--- src/rtl/fb_pkg.sv ---
// Shared frame-buffer definitions: geometry, widths, clear-engine states
// and the RGB565 pixel layout used by the BRAM arbiter slice.
package fb_pkg;

    localparam int FB_HSIZE = 640;
    localparam int FB_VSIZE = 480;
    localparam int FB_NPIX  = FB_HSIZE * FB_VSIZE;
    localparam int FB_AW    = 19;
    localparam int FB_DW    = 16;

    // Explicit encodings keep the state values stable for older tools and dumps
    typedef enum logic [1:0] {
        IDLE  = 2'd0,
        CLEAR = 2'd1,
        DONE  = 2'd2
    } clr_state_t;

    typedef struct packed {
        logic [4:0] r;
        logic [5:0] g;
        logic [4:0] b;
    } rgb565_t;

endpackage

--- src/rtl/fb_clear_engine.sv ---
// Frame clear engine: walks the frame address space once, writing a latched
// colour, yielding to scanout on every cycle where disp_en is high.
module fb_clear_engine
    import fb_pkg::*;
#(
    parameter int AW   = FB_AW,
    parameter int DW   = FB_DW,
    parameter int NPIX = FB_NPIX
) (
    input  logic          CLK,
    input  logic          RESET,
    input  logic          clr_start,
    input  logic [DW-1:0] clr_color,
    input  logic          disp_en,
    output logic          clr_busy,
    output logic          clr_done,
    output logic [AW-1:0] clr_addr,
    output logic [DW-1:0] clr_wdata
);

    localparam logic [AW-1:0] LAST_ADDR = AW'(NPIX - 1);

    clr_state_t    state;
    logic [AW-1:0] addr;
    logic [DW-1:0] color;

    // Sequence IDLE -> CLEAR -> DONE, advancing the address only on writes
    always_ff @(posedge CLK or posedge RESET) begin
        if (RESET) begin
            state <= IDLE;
            addr  <= '0;
            color <= '0;
        end else begin
            case (state)
                IDLE: begin
                    if (clr_start) begin
                        state <= CLEAR;
                        addr  <= '0;
                        color <= clr_color;
                    end
                end
                CLEAR: begin
                    if (!disp_en) begin
                        if (addr == LAST_ADDR) begin
                            state <= DONE;
                        end else begin
                            addr <= addr + 1'b1;
                        end
                    end
                end
                DONE: begin
                    state <= IDLE;
                end
                default: begin
                    state <= IDLE;
                end
            endcase
        end
    end

    assign clr_busy  = (state == CLEAR);
    assign clr_done  = (state == DONE);
    assign clr_addr  = addr;
    assign clr_wdata = color;

endmodule

--- src/rtl/fb_bram_arbiter.sv ---
// Single-port frame-buffer BRAM arbiter: scanout reads win outright, the
// clear engine fills blanking cycles, and the pixel writer gets the rest.
// Optional build macro FB_ARB_STATS_EN adds saturating stall/collision counters.
module fb_bram_arbiter
    import fb_pkg::*;
#(
    parameter int AW     = FB_AW,
    parameter int DW     = FB_DW,
    parameter int NPIX   = FB_NPIX,
    parameter int RD_LAT = 1
) (
    input  logic          CLK,
    input  logic          RESET,
    input  logic          disp_en,
    input  logic [AW-1:0] disp_addr,
    output logic [DW-1:0] disp_rdata,
    output logic          disp_rvalid,
    input  logic          wr_valid,
    output logic          wr_ready,
    input  logic [AW-1:0] wr_addr,
    input  logic [DW-1:0] wr_data,
    output logic          wr_err,
    input  logic          clr_start,
    input  logic [DW-1:0] clr_color,
    output logic          clr_busy,
    output logic          clr_done,
    output logic          bram_en,
    output logic          bram_we,
    output logic [AW-1:0] bram_addr,
    output logic [DW-1:0] bram_wdata,
    input  logic [DW-1:0] bram_rdata
`ifdef FB_ARB_STATS_EN
    ,
    output logic [31:0]   wr_stall_cnt,
    output logic [31:0]   disp_clr_collide_cnt
`endif
);

    // One extra bit so the bound still works when NPIX equals 2**AW
    localparam logic [AW:0] NPIX_EXT = (AW + 1)'(NPIX);

    logic [AW-1:0]     clr_addr;
    logic [DW-1:0]     clr_wdata;
    logic              wr_in_range;
    logic              wr_fire;
    logic [RD_LAT-1:0] rvalid_pipe;

    fb_clear_engine #(
        .AW   (AW),
        .DW   (DW),
        .NPIX (NPIX)
    ) u_clear (
        .CLK       (CLK),
        .RESET     (RESET),
        .clr_start (clr_start),
        .clr_color (clr_color),
        .disp_en   (disp_en),
        .clr_busy  (clr_busy),
        .clr_done  (clr_done),
        .clr_addr  (clr_addr),
        .clr_wdata (clr_wdata)
    );

    assign wr_ready    = !RESET && !disp_en && !clr_busy;
    assign wr_fire     = wr_valid && wr_ready;
    assign wr_in_range = ({1'b0, wr_addr} < NPIX_EXT);

    // Priority mux onto the single BRAM port; everything is held off in reset
    always_comb begin
        bram_en    = 1'b0;
        bram_we    = 1'b0;
        bram_addr  = '0;
        bram_wdata = '0;
        if (!RESET) begin
            if (disp_en) begin
                bram_en   = 1'b1;
                bram_addr = disp_addr;
            end else if (clr_busy) begin
                bram_en    = 1'b1;
                bram_we    = 1'b1;
                bram_addr  = clr_addr;
                bram_wdata = clr_wdata;
            end else if (wr_valid && wr_in_range) begin
                bram_en    = 1'b1;
                bram_we    = 1'b1;
                bram_addr  = wr_addr;
                bram_wdata = wr_data;
            end
        end
    end

    // Flag a consumed writer transfer whose address lies outside the frame
    always_ff @(posedge CLK or posedge RESET) begin
        if (RESET) begin
            wr_err <= 1'b0;
        end else begin
            wr_err <= wr_fire && !wr_in_range;
        end
    end

    // Delay disp_en by the BRAM read latency to mark valid scanout data
    always_ff @(posedge CLK or posedge RESET) begin
        if (RESET) begin
            rvalid_pipe <= '0;
        end else begin
            rvalid_pipe[0] <= disp_en;
            for (int i = 1; i < RD_LAT; i++) begin
                rvalid_pipe[i] <= rvalid_pipe[i-1];
            end
        end
    end

    assign disp_rvalid = rvalid_pipe[RD_LAT-1];
    assign disp_rdata  = bram_rdata;

`ifdef FB_ARB_STATS_EN
    // Count writer stall cycles and scanout preemptions of an active clear
    always_ff @(posedge CLK or posedge RESET) begin
        if (RESET) begin
            wr_stall_cnt         <= '0;
            disp_clr_collide_cnt <= '0;
        end else begin
            if (wr_valid && !wr_ready && (wr_stall_cnt != 32'hFFFF_FFFF)) begin
                wr_stall_cnt <= wr_stall_cnt + 32'd1;
            end
            if (clr_busy && disp_en && (disp_clr_collide_cnt != 32'hFFFF_FFFF)) begin
                disp_clr_collide_cnt <= disp_clr_collide_cnt + 32'd1;
            end
        end
    end
`endif

endmodule

--- config.mk ---
export PLATFORM = sky130hd
export DESIGN_NAME = fb_bram_arbiter
export DESIGN_NICKNAME = d
export VERILOG_FILES = /design/src/rtl/fb_pkg.sv /design/src/rtl/fb_clear_engine.sv /design/src/rtl/fb_bram_arbiter.sv
export SDC_FILE = /design/constraint.sdc
export NUM_CORES = 1
export LEC_CHECK = 0
export CAP_MARGIN = 10
export CORE_AREA = 10 10 100 93
export DETAILED_ROUTE_END_ITERATION = 12
export DIE_AREA = 0 0 110 103
export GPL_TIMING_DRIVEN = 0
export PLACE_DENSITY_LB_ADDON = 0.1
export SLEW_MARGIN = 20
export SYNTH_ARGS = -nofsm -noshare
export SYNTH_HDL_FRONTEND = slang
export SYNTH_SLANG_ARGS = --single-unit
--- constraint.sdc ---
create_clock -name CLK -period 1.9 [get_ports CLK]
set_input_delay 0.285 -clock CLK [delete_from_list [all_inputs] [get_ports CLK]]
set_output_delay 0.285 -clock CLK [all_outputs]
set_load 0.02 [all_outputs]
# [Yosys cells after proc, flatten, opt, wreduce, memory -nomap -nowiden]
# Index checks and enable logic that the tools add are counted.
[classes] order_cmp=1 n_mux=22 n_addsub=1 reduce_logical=14 eq_ne=7
[ops] op="19-bit two-way mux" n=7
[ops] op="16-bit two-way mux" n=4
[ops] op="19-bit one-hot mux with 2 select lines" n=1
[ops] op="19-bit by 1-bit adder with 19-bit output (second input constant)" n=1
[ops] op="19-bit equality test (second input constant)" n=1
[ops] op="19-bit < comparator (second input constant)" n=1
[ops] op="1-bit two-way mux" n=6
[ops] op="2-bit two-way mux" n=3
[ops] op="2-bit inequality test (second input constant)" n=3
[ops] op="1-bit logical AND" n=5
[ops] op="1-bit zero test" n=4
[ops] op="2-bit one-hot mux with 2 select lines" n=1
[ops] op="4-bit AND reduction" n=1
[ops] op="3-bit AND reduction" n=1
[ops] op="2-bit by 1-bit equality test with 1-bit output (second input constant)" n=1
[ops] op="2-bit equality test (second input constant)" n=1
[ops] op="2-bit zero test" n=1
[ops] op="2-bit by 1-bit inequality test with 1-bit output (second input constant)" n=1
[ops] op="2-bit AND reduction" n=1
[ops] op="2-bit nonzero test" n=1
[totals] in_bits=91 out_inout_bits=58 regBits=39

# [Logic depth before layout (Yosys ltp)]
[depth] word_depth=6 ltp_mapped=7 depth_no_buf=6

# [Modules after synthesis]
# Synthesis repeated with hierarchy kept, for this count alone.
[hier_totals] cells_unflattened=371 area_unflattened_um2=3029.2
[modules_own_cells] mod="fb_clear_engine" cells_per_inst=208 n_inst=1 area_each_um2=1965.6
[modules_own_cells] mod="fb_bram_arbiter" cells_per_inst=163 n_inst=1 area_each_um2=1063.5

# [Least setup slack after synthesis]
# No wires, ideal clock.
[synth_path] path_kind="register to output" start="register u_clear.state[1]" end="output bram_wdata[10]" t_arrival_ns=1.799 path_buffers=2 t_required_ns=1.615 stages_incl_launch_ff=7 setup_slack_ns=-0.184 path_cell_list="dfrtp_1 nand2b_1 inv_1 clkbuf_1 clkbuf_1 nand2_1 a21oi_1"
[synth_between] elab_chain_cells=4
[synth_rtl] item="start: declaration" line_no="fb_clear_engine.sv:23" text="clr_state_t state;"
[synth_rtl] item="start signal: assignment" line_no="fb_clear_engine.sv:30" text="state <= IDLE;"
[synth_rtl] item="start signal: assignment" line_no="fb_clear_engine.sv:37" text="state <= CLEAR;"
[synth_rtl] item="start signal: assignment" line_no="fb_clear_engine.sv:45" text="state <= DONE;"
[synth_rtl] item="2-bit by 1-bit equality test with 1-bit output" line_no="fb_clear_engine.sv:61" text="assign clr_busy = (state == CLEAR);"
[synth_rtl] item="net clr_busy" line_no="fb_bram_arbiter.sv:25" text="output logic clr_busy,"
[synth_rtl] item="16-bit two-way mux" line_no="fb_bram_arbiter.sv:78" text="end else if (clr_busy) begin"
[synth_rtl] item="16-bit two-way mux" line_no="fb_bram_arbiter.sv:75" text="if (disp_en) begin"
[synth_rtl] item="16-bit two-way mux" line_no="fb_bram_arbiter.sv:74" text="if (!RESET) begin"
[synth_rtl] item="end: declaration" line_no="fb_bram_arbiter.sv:30" text="output logic [DW-1:0] bram_wdata,"
# The timed path passes the listed nets, and every way through them passes these cells.

# [Final worst setup path]
[layout_path] start="input wr_addr[13]" end="output bram_addr[8]"
[layout_between] elab_chain_cells=6
[layout_rtl] item="start: declaration" line_no="fb_bram_arbiter.sv:20" text="input logic [AW-1:0] wr_addr,"
[layout_rtl] item="19-bit < comparator" line_no="fb_bram_arbiter.sv:66" text="assign wr_in_range = ({1'b0, wr_addr} < NPIX_EXT);"
[layout_rtl] item="1-bit logical AND" line_no="fb_bram_arbiter.sv:83" text="end else if (wr_valid && wr_in_range) begin"
[layout_rtl] item="19-bit two-way mux" line_no="fb_bram_arbiter.sv:83"
[layout_rtl] item="19-bit two-way mux" line_no="fb_bram_arbiter.sv:78"
[layout_rtl] item="19-bit two-way mux" line_no="fb_bram_arbiter.sv:75"
[layout_rtl] item="19-bit two-way mux" line_no="fb_bram_arbiter.sv:74"
[layout_rtl] item="end: declaration" line_no="fb_bram_arbiter.sv:29" text="output logic [AW-1:0] bram_addr,"
# No other way between the ends.

==> summary.txt <==
STA
  – Final min period: 2.08 ns
  – Unrepaired setup endpoints after global routing: true
  – Final period util: 109%
  – Setup TNS: -4.95 ns
  – Final Hold Fails: 0
  – Worst-margin pin slew: 0.489 ns
  – Post-Route Skew: 0.00668 ns
  – Rel. slew slack: 67.4%
  – Fin. max-slew vios: 0
  – Fin worst setup slack: -0.178 ns
  – Final Setup Violations: 37
  – Fmax: 0.481 GHz

Logic synthesis
  – Cell variety after synth: 44
  – Post-Syn Area: 2720 um^2
  – Post-synth EDFFs: 0
  – Async SR Flop Fraction: 100%
  – Yosys warnings: 0
  – Flops & latches, synth: 39
  – Synth Instances: 356
  – Post-synthesis average cell area: 7.64 um^2
  – Seq/Total Area, Yosys: 35.9%
  – Synth Flop Type: dfrtp_1
  – Syn nets: 448

Floorplan
  – I/O Pins: 149
  – Initial Util: 37.1%
  – Die Y: 103 um
  – Core area: 7320 um^2
  – Die X: 110 um
  – # rows: 30
  – Die ar.: 11300 um^2

Clock tree
  – Worst-path clk slew: 0.08 ns
  – H-tree Lvls: 2
  – # clock sinks: 39
  – Clock Tree Buf Depth: 2
  – Clock Tree Root: clkbuf_8
  – CTS tree: yes
  – CTS buffer count: 5
  – Clock network latency to the later pin of the worst-skew pair: 0.30 ns

Finish
  – Fillers: 592
  – Post-layout util: 69.3%
  – Layout area overhead: 86.5%
  – Post-Layout Cell Count: 620
  – Fraction of layout cells with a size suffix above 1: 34.2%
  – Final #Nets: 614

Min path
  – Hold depth: 1
  – Worst hold endpoint: disp_rvalid$_DFF_PP0_
  – Hold Crit Start: disp_en
  – Hold Path Class: in -> reg

Setup path
  – R2R cell count: 8
  – CP max stage delay: 0.32 ns
  – Crit path from: wr_addr[13]
  – Critical-path maximum fanout: 7
  – R2R Setup Slk: 0.01 ns
  – Critical path type: in -> out
  – Setup crit end kind: primary output
  – Data arrival, critical path: 1.79 ns
  – Slowest stage cell, crit path: a211o_1
  – Critical register-to-register path startpoint: u_clear.clr_addr[1]$_DFFE_PP0P_
  – RR Endpoint: u_clear.clr_addr[16]$_DFFE_PP0P_
  – Worst setup SP type: input pin
  – Most common cell on crit path: buf_6
  – CP required: 1.62 ns
  – Crit path cell chain: buf_6, a21o_1, a211o_1, a21boi_4, o21ai_4, clkbuf_8, o21ai_2, buf_6

Run status
  – Failing checks: negative setup slack
  – Status: finished, violations left

Routing
  – Initial DRC count: 190
  – Post-route DRC: 0
  – Detail Route Antenna Nets: 0
  – First-pass DRT Iterations: 4
  – Routed via count: 3221
  – Wire per inst: 17.9 um
  – Final Routed Wirelength: 11.1 mm
  – Via density: 5.20

Power and ir drop
  – Power per cell area: 479 nW/um^2
  – Worst vdd ir: 301 uV
  – Leakage: 0.00210 uW

Placed design
  – Post-place setup slack: -1.32 ns
  – Final GP Congestion: 0.906
  – Post-detail-place hpwl: 7.49 mm
  – IO buf count: 132
  – Dpl cells: 585

Global route
  – Largest net degree at the start of global routing: 23
  – Number of global-route vias before repair: 3157
  – First-pass GRT wire length: 16.0 mm
  – Total track usage: 17.7%
  – Total gr overflow: 0
  – Initial antenna violation count: 1

Run
  – Max_cap viols: 0
==> kinds of logic after synthesis <==
| logic type | share of synthesized area (%) |
|---|---|
| multiplexers | 7.36 |
| XOR/XNOR | 0.644 |
| adder cells (fa/ha/maj) | 0.460 |
| flip-flops | 35.9 |
| AO/OA/AOI/OAI | 18.6 |
| buffers and inverters | 8.65 |
| AND/OR/NAND/NOR | 28.4 |
==> critical path: cells and delay by family <==
kind,cells,cell delay (ns)
compound gates,5,1.08
buf+inv,3,0.42
==> where the power goes <==
group / switching, uW / internal, uW
Sequential: 122 / 919
Clock: 298 / 258
Combinational: 380 / 453
==> how the worst max path moves through the flow <==
stage                          end  slack, ns  cells after the start
global placement    bram_wdata[14]      -1.27                      8
detailed placement  bram_wdata[14]      -1.32                      8
floorplan           bram_wdata[10]      -0.03                      6
CTS                  bram_wdata[7]      -0.14                      8
global route         bram_addr[11]      -0.22                      8
finish                bram_addr[8]      -0.18                      8
==> state kept, by name, indices dropped and copies added (netlist names) <==
name / flops
wr_err: 1
u_clear.clr_wdata: 16
disp_rvalid: 1
u_clear.state: 2
u_clear.clr_addr: 19
==> area by class of cell <==
cell class / instances / area [um^2] / share of cell area (%)
timing repair buffer: 160 / 1610 / 31.8
inverter: 4 / 22.5 / 0.444
antenna: 1 / 2.50 / 0.0493
buffer: 36 / 327 / 6.44
clock inverter: 1 / 5.00 / 0.0987
sequential: 39 / 982 / 19.4
clock buffer: 7 / 76.3 / 1.51
tap: 96 / 120 / 2.37
multi-input combinational: 276 / 1920 / 37.9
==> metrics by stage <==
step / instance area (um^2) / total power [uW] / hold WS (ns)
floorplan: 2720 / 1360 / 0.316
global placement: 4160 / 1700 / 0.460
detailed placement: 4190 / 1720 / 0.462
CTS: 4720 / 2350 / 0.444
global route: 5070 / 2560 / 0.470
finish: 5070 / 2430 / 0.447
==> routing by layer <==
| layer | track usage (%) | vias to the layer above | share of wire (%) |
|---|---|---|---|
| li1 | - | 1550 | - |
| met1 | 21.6 | 1495 | 41 |
| met2 | 28.3 | 161 | 47 |
| met3 | 6.81 | 15 | 11 |
| met4 | 5.20 | 0 | 1.4 |
| met5 | 0 | - | 0 |
==> placed cells by master (no fill, tap or decap), types with 3 or more instances in the layout <==
| cell type | count |
|---|---|
| mux2i_1 | 15 |
| nor2_1 | 16 |
| o21ai_0 | 4 |
| nand4_1 | 3 |
| nand2_1 | 118 |
| dlygate4sd2_1 | 5 |
| o21ai_2 | 16 |
| buf_8 | 8 |
| clkbuf_1 | 5 |
| nand3_1 | 6 |
| dfrtp_1 | 34 |
| and4_1 | 3 |
| clkdlybuf4s50_1 | 84 |
| clkbuf_4 | 3 |
| mux2i_2 | 4 |
| dfrtp_2 | 5 |
| a21oi_1 | 7 |
| a31oi_1 | 6 |
| nor3_1 | 3 |
| buf_4 | 40 |
| o31ai_1 | 12 |
| a21oi_4 | 15 |
| o21ai_1 | 3 |
| o21ai_4 | 3 |
| clkbuf_8 | 9 |
| a22o_1 | 3 |
| buf_2 | 4 |
| buf_6 | 41 |
==> what timing repair did <==
| item | CTS | global route |
|---|---|---|
| pin swaps | 19 | 10 |
| endpoints found under the setup margin | 57 | 60 |
| hold buffers | 0 | 0 |
| buffers inserted | 10 | 15 |
| endpoints found under the hold margin | 0 | 0 |
| gates cloned | 4 | 0 |
| gates resized for setup | 330 | 65 |
==> cells in the mapped netlist (3+ instances only) <==
library cell / instances / area share, %
a21oi_1: 24 / 4.4
a22o_1: 3 / 0.97
a31oi_1: 6 / 1.4
and4_1: 3 / 0.97
buf_2: 8 / 1.5
buf_4: 16 / 4.4
clkbuf_1: 13 / 1.8
dfrtp_1: 39 / 36
inv_1: 4 / 0.55
mux2i_1: 20 / 7.4
nand2_1: 119 / 16
nand3_1: 6 / 1.1
nand4_1: 3 / 0.69
nor2_1: 17 / 2.3
nor3_1: 4 / 0.74
o21ai_0: 8 / 1.5
o21ai_1: 17 / 3.1
o31ai_1: 14 / 3.9
Note: power is estimated with default switching activity, not from simulation.
